`config.mk`:
```
export PLATFORM = sky130hd
export DESIGN_NAME = hilo_muldiv_unit_flat
export DESIGN_NICKNAME = d
export VERILOG_FILES = /design/src/rtl/hilo_muldiv_if.sv /design/src/rtl/hilo_muldiv_unit.sv /design/src/flat_wrapper.sv
export SDC_FILE = /design/constraint.sdc
export NUM_CORES = 1
export LEC_CHECK = 0
export ABC_CLOCK_PERIOD_IN_PS = 10700
export CAP_MARGIN = 20
export CORE_UTILIZATION = 59
export DETAILED_ROUTE_END_ITERATION = 8
export PLACE_DENSITY_LB_ADDON = 0.05
export SYNTH_ARGS = -nofsm -noshare
export SYNTH_HDL_FRONTEND = slang
export SYNTH_SLANG_ARGS = --single-unit
export TNS_END_PERCENT = 50
```
`constraint.sdc`:
```
create_clock -name clk -period 10.7 [get_ports clk]
set_clock_uncertainty 0.05 [all_clocks]
set_input_delay 2.14 -clock clk [delete_from_list [all_inputs] [get_ports clk]]
set_output_delay 2.14 -clock clk [all_outputs]
set_load 0.02 [all_outputs]
```
`src/rtl/hilo_muldiv_if.sv`:
```
// Core <-> HI/LO multiply/divide unit request and status bundle.
// The core drives requests; the unit drives status and the HI/LO registers.
interface hilo_muldiv_if #(parameter int WIDTH = 32);
  logic             start;
  logic [1:0]       op;
  logic [WIDTH-1:0] src_a;
  logic [WIDTH-1:0] src_b;
  logic             mt_hi;
  logic             mt_lo;
  logic [WIDTH-1:0] mt_data;
  logic             read_req;
  logic             busy;
  logic             stall;
  logic             done;
  logic             div_by_zero;
  logic [WIDTH-1:0] hi;
  logic [WIDTH-1:0] lo;

  modport master (
    output start, op, src_a, src_b, mt_hi, mt_lo, mt_data, read_req,
    input  busy, stall, done, div_by_zero, hi, lo
  );
  modport slave (
    input  start, op, src_a, src_b, mt_hi, mt_lo, mt_data, read_req,
    output busy, stall, done, div_by_zero, hi, lo
  );
endinterface

```
`src/rtl/hilo_muldiv_unit.sv`:
```
// Iterative MULT/MULTU/DIV/DIVU unit owning HI/LO: WIDTH-cycle shift-add or
// restoring divide on magnitudes, with a one-cycle sign fix-up before write-back.
module hilo_muldiv_unit #(
   parameter int WIDTH = 32
) (
   input  logic          clk,
   input  logic          rst_b,
   hilo_muldiv_if.slave  bus
);
   localparam int CW = $clog2(WIDTH + 1);

   typedef enum logic [1:0] {S_IDLE, S_RUN, S_FIX} state_t;

   state_t               r_state;
   logic [CW-1:0]        r_cnt;
   logic [2*WIDTH-1:0]   r_acc;
   logic [WIDTH-1:0]     r_opnd;
   logic                 r_is_div;
   logic                 r_neg_q;
   logic                 r_neg_r;
   logic [WIDTH-1:0]     r_hi;
   logic [WIDTH-1:0]     r_lo;
   logic                 r_busy;
   logic                 r_done;
   logic                 r_dbz;

   logic                 w_sgn, w_div, w_a_neg, w_b_neg, w_zero_div;
   logic [WIDTH-1:0]     w_abs_a, w_abs_b;
   logic [WIDTH:0]       w_msum, w_shift, w_diff;
   logic                 w_ge;
   logic [2*WIDTH-1:0]   w_mul_next, w_div_next, w_prod;
   logic [WIDTH-1:0]     w_quo, w_rem;

   assign w_sgn      = ~bus.op[0];
   assign w_div      = bus.op[1];
   assign w_a_neg    = w_sgn & bus.src_a[WIDTH-1];
   assign w_b_neg    = w_sgn & bus.src_b[WIDTH-1];
   assign w_abs_a    = w_a_neg ? -bus.src_a : bus.src_a;
   assign w_abs_b    = w_b_neg ? -bus.src_b : bus.src_b;
   assign w_zero_div = w_div & (bus.src_b == '0);

   // Multiply: acc = {partial product, remaining multiplier bits}, shifted right each step.
   assign w_msum     = {1'b0, r_acc[2*WIDTH-1:WIDTH]} + {1'b0, (r_acc[0] ? r_opnd : '0)};
   assign w_mul_next = {w_msum, r_acc[WIDTH-1:1]};

   // Divide: acc = {remainder, dividend/quotient}; quotient bits shift in at the bottom.
   assign w_shift    = {r_acc[2*WIDTH-1:WIDTH], r_acc[WIDTH-1]};
   assign w_diff     = w_shift - {1'b0, r_opnd};
   assign w_ge       = ~w_diff[WIDTH];
   assign w_div_next = {(w_ge ? w_diff[WIDTH-1:0] : w_shift[WIDTH-1:0]), r_acc[WIDTH-2:0], w_ge};

   assign w_prod = r_neg_q ? -r_acc : r_acc;
   assign w_quo  = r_neg_q ? -r_acc[WIDTH-1:0] : r_acc[WIDTH-1:0];
   assign w_rem  = r_neg_r ? -r_acc[2*WIDTH-1:WIDTH] : r_acc[2*WIDTH-1:WIDTH];

   always_ff @(posedge clk or negedge rst_b) begin
      if (!rst_b) begin
         r_state  <= S_IDLE;
         r_cnt    <= '0;
         r_acc    <= '0;
         r_opnd   <= '0;
         r_is_div <= 1'b0;
         r_neg_q  <= 1'b0;
         r_neg_r  <= 1'b0;
         r_hi     <= '0;
         r_lo     <= '0;
         r_busy   <= 1'b0;
         r_done   <= 1'b0;
         r_dbz    <= 1'b0;
      end else begin
         r_done <= 1'b0;
         r_dbz  <= 1'b0;
         case (r_state)
            S_IDLE: begin
               if (bus.start) begin
                  if (w_zero_div) begin
                     r_dbz <= 1'b1;
                  end else begin
                     r_acc    <= {{WIDTH{1'b0}}, (w_div ? w_abs_a : w_abs_b)};
                     r_opnd   <= w_div ? w_abs_b : w_abs_a;
                     r_is_div <= w_div;
                     r_neg_q  <= w_a_neg ^ w_b_neg;
                     r_neg_r  <= w_a_neg;
                     r_cnt    <= CW'(WIDTH);
                     r_busy   <= 1'b1;
                     r_state  <= S_RUN;
                  end
               end else begin
                  if (bus.mt_hi) r_hi <= bus.mt_data;
                  if (bus.mt_lo) r_lo <= bus.mt_data;
               end
            end
            S_RUN: begin
               r_acc <= r_is_div ? w_div_next : w_mul_next;
               r_cnt <= r_cnt - 1'b1;
               if (r_cnt == CW'(1)) r_state <= S_FIX;
            end
            S_FIX: begin
               if (r_is_div) begin
                  r_hi <= w_rem;
                  r_lo <= w_quo;
               end else begin
                  r_hi <= w_prod[2*WIDTH-1:WIDTH];
                  r_lo <= w_prod[WIDTH-1:0];
               end
               r_done  <= 1'b1;
               r_busy  <= 1'b0;
               r_state <= S_IDLE;
            end
            default: r_state <= S_IDLE;
         endcase
      end
   end

   assign bus.busy        = r_busy;
   assign bus.stall       = r_busy & (bus.read_req | bus.start | bus.mt_hi | bus.mt_lo);
   assign bus.done        = r_done;
   assign bus.div_by_zero = r_dbz;
   assign bus.hi          = r_hi;
   assign bus.lo          = r_lo;
endmodule

```
`src/flat_wrapper.sv`:
```
// flat-port wrapper written by rule: the top's interface ports become plain ports
module hilo_muldiv_unit_flat 
#(
   parameter int WIDTH = 32
)
  (clk, rst_b, bus_start, bus_op, bus_src_a, bus_src_b, bus_mt_hi, bus_mt_lo, bus_mt_data, bus_read_req, bus_busy, bus_stall, bus_done, bus_div_by_zero, bus_hi, bus_lo);
  hilo_muldiv_if #(.WIDTH(WIDTH)) bus_i ();
  input  logic clk;
  input  logic rst_b;
  input wire logic [$bits(bus_i.start)-1:0] bus_start;
  input wire logic [$bits(bus_i.op)-1:0] bus_op;
  input wire logic [$bits(bus_i.src_a)-1:0] bus_src_a;
  input wire logic [$bits(bus_i.src_b)-1:0] bus_src_b;
  input wire logic [$bits(bus_i.mt_hi)-1:0] bus_mt_hi;
  input wire logic [$bits(bus_i.mt_lo)-1:0] bus_mt_lo;
  input wire logic [$bits(bus_i.mt_data)-1:0] bus_mt_data;
  input wire logic [$bits(bus_i.read_req)-1:0] bus_read_req;
  output wire logic [$bits(bus_i.busy)-1:0] bus_busy;
  output wire logic [$bits(bus_i.stall)-1:0] bus_stall;
  output wire logic [$bits(bus_i.done)-1:0] bus_done;
  output wire logic [$bits(bus_i.div_by_zero)-1:0] bus_div_by_zero;
  output wire logic [$bits(bus_i.hi)-1:0] bus_hi;
  output wire logic [$bits(bus_i.lo)-1:0] bus_lo;
  assign bus_i.start = bus_start;
  assign bus_i.op = bus_op;
  assign bus_i.src_a = bus_src_a;
  assign bus_i.src_b = bus_src_b;
  assign bus_i.mt_hi = bus_mt_hi;
  assign bus_i.mt_lo = bus_mt_lo;
  assign bus_i.mt_data = bus_mt_data;
  assign bus_i.read_req = bus_read_req;
  assign bus_busy = bus_i.busy;
  assign bus_stall = bus_i.stall;
  assign bus_done = bus_i.done;
  assign bus_div_by_zero = bus_i.div_by_zero;
  assign bus_hi = bus_i.hi;
  assign bus_lo = bus_i.lo;
  hilo_muldiv_unit #(.WIDTH(WIDTH)) u_core (.clk(clk), .rst_b(rst_b), .bus(bus_i));
endmodule
```
# Word level (Yosys, flattened, before mapping)
# Index checks and enable logic that the tools add are counted.
# Widths: inputs -> output; s select.
[word_totals]
word_cells = 85
regBits = 174
input_bits = 104
output_inout_bits = 68
[classes]
addsub = 8
eq_ne = 9
reduce_logical = 10
muxes = 35
bitwise = 11
[op_table]
columns = ["op", "n"]
rows = [
  ["$mux 32", 14],
  ["$mux 64", 4],
  ["$neg 32->32", 4],
  ["$pmux 32 s2", 2],
  ["$pmux 64 s2", 1],
  ["$neg 64->64", 1],
  ["$add 32x32->33", 1],
  ["$sub 33x32->33", 1],
  ["$logic_not 32->1", 1],
  ["$reduce_and 3->1", 6],
  ["$mux 6", 2],
  ["$pmux 6 s2", 1],
  ["$ne 2x2->1 const B", 5],
  ["$eq 6x1->1 const B", 1],
  ["$mux 1", 6],
  ["$mux 2", 3],
  ["$sub 6x1->6 const B", 1],
  ["$and 1x1->1", 4],
  ["$pmux 2 s2", 1],
  ["$reduce_bool 2->1", 2],
  ["$not 1->1", 3],
  ["$or 1x1->1", 3],
  ["$eq 2x1->1 const B", 1],
  ["$eq 2x2->1 const B", 1],
  ["4 further kinds", 4],
]

# Longest topological paths before layout
[depth]
word_depth = 7
mapped_depth = 14
mapped_depth_nobuf = 13

# Worst setup path after synthesis
# OpenSTA, ideal clock, no wires.
[synth_timing]
kind = "input -> register"
from = "input port bus_src_b[1]"
to = "register u_core.r_acc[63]"
setup_slack_ns = 5.771
required_ns = 10.562
n_path_buf = 2
setup_ns = 0.088
stages = 12
arrival_ns = 4.791
path_cell_list = "inv_1 > ha_1 > nand2_1 > nor4b_1 > nand4b_1 > or4b_1 > and2_1 > buf_2 > nor2_2 > buf_2 > a32oi_1 > a41oi_1"
[synth_via]
elab_chain_cells = 4
[synth_lines]
columns = ["element", "line", "text"]
rows = [
  ["start, declared", "flat_wrapper.sv:13", "input wire logic [$bits(bus_i.src_b)-1:0] bus_src_b;"],
  ["$logic_not 32->1", "hilo_muldiv_unit.sv:40", "assign w_zero_div = w_div & (bus.src_b == '0);"],
  ["$and 1x1->1", "hilo_muldiv_unit.sv:40", ""],
  ["$ne 2x2->1 (no line)", "--", ""],
  ["$reduce_and 3->1 (no line)", "--", ""],
  ["end signal, assigned", "hilo_muldiv_unit.sv:79", "r_acc <= {{WIDTH{1'b0}}, (w_div ? w_abs_a : w_abs_b)};"],
  ["end signal, assigned", "hilo_muldiv_unit.sv:94", "r_acc <= r_is_div ? w_div_next : w_mul_next;"],
  ["end, declared", "hilo_muldiv_unit.sv:16", "logic [2*WIDTH-1:0] r_acc;"],
]
# Every way passes these cells.
# A chain may end at the register's enable or synchronous reset.

# Worst setup path after layout
[layout_timing]
from = "input port bus_src_b[0]"
to = "register u_core.r_acc[31]"
[layout_via]
elab_chain_cells = 6
word_cells_on_any_way = 10
classes_between = "1 x add/sub; 1 x eq/ne; 5 x mux; 1 x bitwise; 2 x reduce/logical"
[layout_lines]
columns = ["element", "line", "text"]
rows = [
  ["$neg 32->32", "hilo_muldiv_unit.sv:39", "assign w_abs_b = w_b_neg ? -bus.src_b : bus.src_b;"],
  ["$mux 32", "hilo_muldiv_unit.sv:39", ""],
  ["$mux 32", "hilo_muldiv_unit.sv:79", ""],
  ["$mux 64", "hilo_muldiv_unit.sv:76", "if (w_zero_div) begin"],
  ["$mux 64", "hilo_muldiv_unit.sv:75", "if (bus.start) begin"],
  ["$pmux 64 s2", "hilo_muldiv_unit.sv:73", "case (r_state)"],
]
# Parallel ways exist; a longest one is shown, timed or not. The select of a mux whose other input is x is not followed.

==> parameters.txt <==
Parameter                              Value

Logic synthesis
  Count of cell types in the netlist    between 70 and 80
  Cell count after synthesis    1986
  Most instantiated flip-flop cell in the synthesis netlist    sky130_fd_sc_hd__dfrtp_1
  Syn. warnings    0
  Net count after synthesis    roughly 2200
  Yosys reg bits    ~170
  Cell taking the most area after synthesis    sky130_fd_sc_hd__dfrtp_1
  Cell area after technology mapping    ~15000 um^2
  Post-synth EDFFs    0
  Top post-synthesis cells by area    sky130_fd_sc_hd__dfrtp_1 29%, sky130_fd_sc_hd__a21oi_1 6.5%, sky130_fd_sc_hd__o21ai_0 6.4%
  Average cell area after synthesis    7.69 um^2
  Async set or reset register ratio after synthesis    1.00
  Part of the Yosys area used for sequential elements    0.285
  Fraction of synthesized cell area taken by the top area cell type    0.285

Setup path
  Delay of the slowest cell on the worst path    about 0.91 ns
  Crit path capture type    flop
  Critical Path RT    about 11 ns
  Arr. time, crit path    roughly 6.8 ns
  Max stage delay cell, worst path    sky130_fd_sc_hd__nor4b_1
  Gate family responsible for the most delay along the worst path    simple AND/OR/NAND/NOR gates
  Classification of the worst setup path    primary input to flop
  Number of buffers and inverters on the critical path    3
  Cells traversed along the worst timing path    clkdlybuf4s50_1 > inv_1 > ha_1 > nand2_1 > nor4b_1 > nand4b_1 > or4b_1 > nand2_2 > buf_4 > nor2_1 > a222oi_1 > o21ai_0
  Kind of start point of the critical path    primary input
  Maximum fanout encountered on the critical timing path    46

Clock network
  CTS tree    yes
  Number of buffers created by CTS    17
  Source-to-sink clock delay at the later pin of the worst-skew pair    around 0.45 ns
  Clock slew at the register clock pins of the worst setup and hold paths    approximately 0.08 ns
  Number of hold buffers added after cts    0
  Resize count post-CTS    0
  Total setup buffers inserted after CTS    0
  CTS sink count    around 170
  Maximum buffer depth of the clock tree    2
  Root Driver    sky130_fd_sc_hd__clkbuf_16
  H-Tree Depth    4

Timing
  Top achievable clock speed    between 150 and 200 MHz
  Sum of negative setup slack    0 ns
  Final period demand of the worst path    6.57 ns
  Number of max-slew violations in the final report    0
  Relative slew slack    0.272
  Final period util    0.614
  Number of setup violations in the final report    0
  Worst Max-Slew Pin Slew    1.09 ns
  Hold Vio Cnt, Final    0
  Unrepaired setup endpoints after global routing    no

Die
  Boundary pin count    approximately 170
  Height of the die    between 150 and 200 um
  Horizontal die dimension    163 um
  Placeable core area    around 25000 um^2
  DIE AREA    between 20000 and 30000 um^2
  Rows    between 50 and 60
  Starting Density    0.604

Route
  Iteration-0 DRC count of the detailed router    2139
  Average wire per standard cell    22.1 um
  Total number of vias    roughly 16000
  Number of nets with antenna violations after detailed routing    0
  Total DRC errors in the routed layout    0
  Mean number of vias per cell    6.60
  Pre-antenna DRT Iters    5
  Detailed Route WL    53.2 mm

Global routing
  Grt total ovfl    0
  Antenna violations before repair    0
  Largest net degree at the start of global routing    just under 100
  Total global routing track utilization    0.404
  Wire length of the first global-routing pass    about 80 mm
  Via count of the first global-routing pass    approximately 15000

Final layout
  Proportion of layout cells with a drive suffix above 1    0.0400
  Nets@finish    roughly 2200
  Ant diodes    0
  Layout overhead on the synthesized area    15.9%

Pwr
  Overall power after layout    around 0.0066 W
  Psw    0.00344 W
  Sw frac    0.524
  Sequential fraction of design power    0.232
  Cell-internal power    between 0.003 and 0.004 W
  Worst-case vdd ir drop    ~0.27 mV
  Combinational Power Share    0.667
  Clock group share of total power    0.101
  Leak    about 7.4 nW
  Pwr dens    approximately 370 nW/um^2

Run
  Total of max-cap violations    0

Status
  Outcome    completed

Worst hold path
  Hold WC Path Type    flop to flop

Place
  Final HPWL DP    between 40 and 50 mm
  Routability Congestion    approximately 0.96
  Number of port buffers    between 150 and 200
-- worst paths after layout --
check	startpoint	to	slack, ns	depth (start not counted)
setup / recovery	bus_src_b[0]	u_core.r_acc[31]	4.13	12
hold / removal	u_core.r_opnd[21]	u_core.r_opnd[21]	0.43	1
setup reg to reg	u_core.r_acc[32]	u_core.r_acc[62]	5.84	12
hold reg to reg	u_core.r_opnd[21]	u_core.r_opnd[21]	0.43	1
max in group asynchronous	rst_b	u_core.r_acc[63]	7.03	3
min in group asynchronous	rst_b	u_core.bus.hi[17]	1.61	1
-- layer usage --
layer  vias up  GRT usage  wire [um]
met4         0      0.198       2470
li1       7354          -          -
met1      7475      0.538      21700
met3       145     0.0576       4860
met2       909      0.642      24300
met5         -          0          0
-- synthesized netlist by cell type, types with 5 or more instances --
| master | instances |
|---|---|
| sky130_fd_sc_hd__mux2_2 | 7 |
| sky130_fd_sc_hd__o21ai_0 | 194 |
| sky130_fd_sc_hd__o221ai_1 | 10 |
| sky130_fd_sc_hd__ha_1 | 70 |
| sky130_fd_sc_hd__nand2b_1 | 19 |
| sky130_fd_sc_hd__o21a_1 | 10 |
| sky130_fd_sc_hd__nor3_1 | 41 |
| sky130_fd_sc_hd__o211ai_1 | 21 |
| sky130_fd_sc_hd__a31oi_1 | 26 |
| sky130_fd_sc_hd__buf_1 | 5 |
| sky130_fd_sc_hd__xnor2_1 | 98 |
| sky130_fd_sc_hd__xor2_1 | 76 |
| sky130_fd_sc_hd__a21o_1 | 37 |
| sky130_fd_sc_hd__nor2_1 | 192 |
| sky130_fd_sc_hd__mux2i_1 | 48 |
| sky130_fd_sc_hd__a221oi_1 | 11 |
| sky130_fd_sc_hd__clkbuf_1 | 118 |
| sky130_fd_sc_hd__or4_1 | 9 |
| sky130_fd_sc_hd__or3_1 | 9 |
| sky130_fd_sc_hd__a21oi_1 | 199 |
| sky130_fd_sc_hd__inv_1 | 70 |
| sky130_fd_sc_hd__o41ai_1 | 17 |
| sky130_fd_sc_hd__o31ai_1 | 36 |
| sky130_fd_sc_hd__nand2_1 | 200 |
| sky130_fd_sc_hd__nor2b_1 | 19 |
| sky130_fd_sc_hd__buf_2 | 7 |
| sky130_fd_sc_hd__nor4_1 | 20 |
| sky130_fd_sc_hd__a22oi_1 | 28 |
| sky130_fd_sc_hd__nand3_1 | 40 |
| sky130_fd_sc_hd__dfrtp_1 | 174 |
| sky130_fd_sc_hd__and2_1 | 7 |
| sky130_fd_sc_hd__and3_1 | 16 |
| sky130_fd_sc_hd__a41oi_1 | 5 |
| sky130_fd_sc_hd__nor3b_1 | 5 |
| sky130_fd_sc_hd__nand4_1 | 10 |
| sky130_fd_sc_hd__o21bai_1 | 9 |
| sky130_fd_sc_hd__a211oi_1 | 29 |
| sky130_fd_sc_hd__o22ai_1 | 17 |
-- kinds of logic after synthesis --
kind of cell	synth area share
buf+inv	0.0516
simple gates	0.189
mux	0.0366
flops	0.285
fa+ha+maj	0.0600
compound gates	0.278
xor+xnor	0.0998
-- flip-flops by register name, indices dropped and copies added (netlist names) --
register                flops
u_core.bus.div_by_zero      1
u_core.r_neg_r              1
u_core.bus.lo              32
u_core.bus.done             1
u_core.r_acc               64
u_core.r_state              2
u_core.r_is_div             1
u_core.bus.hi              32
u_core.r_cnt                6
u_core.bus.busy             1
u_core.r_opnd              32
u_core.r_neg_q              1
-- power groups by stage --
stage	Sequential [W]	Clock, W	Combinational [W]
5_1_grt	0.00154	0.000690	0.00477
2_1_floorplan	0.00139	0	0.00307
6_report	0.00152	0.000663	0.00437
3_3_place_gp	0.00149	0	0.00419
4_1_cts	0.00149	0.000662	0.00430
3_5_place_dp	0.00150	0	0.00427
-- cell type report --
cell class | instances | area (um^2)
timing repair buffer | 191 | 1860
fill | 2043 | 7570
multi-input combinational | 1607 | 10200
sequential | 174 | 4360
inverter | 73 | 274
tap | 330 | 413
clock buffer | 17 | 425
clock inverter | 15 | 210
-- layout by cell type, fill, tap and decap left out, drive strengths merged, types with 11 or more instances in the layout --
cell	count
o31ai	36
o41ai	17
a211oi	29
nand3	40
and3	16
nor2	193
nor2b	19
dfrtp	174
a22oi	28
o22ai	17
o211ai	21
mux2i	48
xor2	76
inv	76
a21oi	199
o21ai	197
a31oi	26
clkinv	11
clkbuf	17
nor3	41
a221oi	11
nor4	21
xnor2	98
nand2	200
clkdlybuf4s50	169
a21o	37
nand2b	19
buf	22
ha	70
-- stage by stage --
step	cells	setup WS [ns]	instance area, um^2	hold slack [ns]	utilization
2_1_floorplan	1986	5.77	15300	0.399	-
3_3_place_gp	2375	3.99	17100	0.410	0.675
3_5_place_dp	2375	3.87	17100	0.416	0.675
4_1_cts	2407	4.32	17700	0.433	0.700
5_1_grt	2407	3.88	17700	0.469	0.700
6_report	2407	4.13	17700	0.430	0.700
Power figures use the tool's default switching activity.
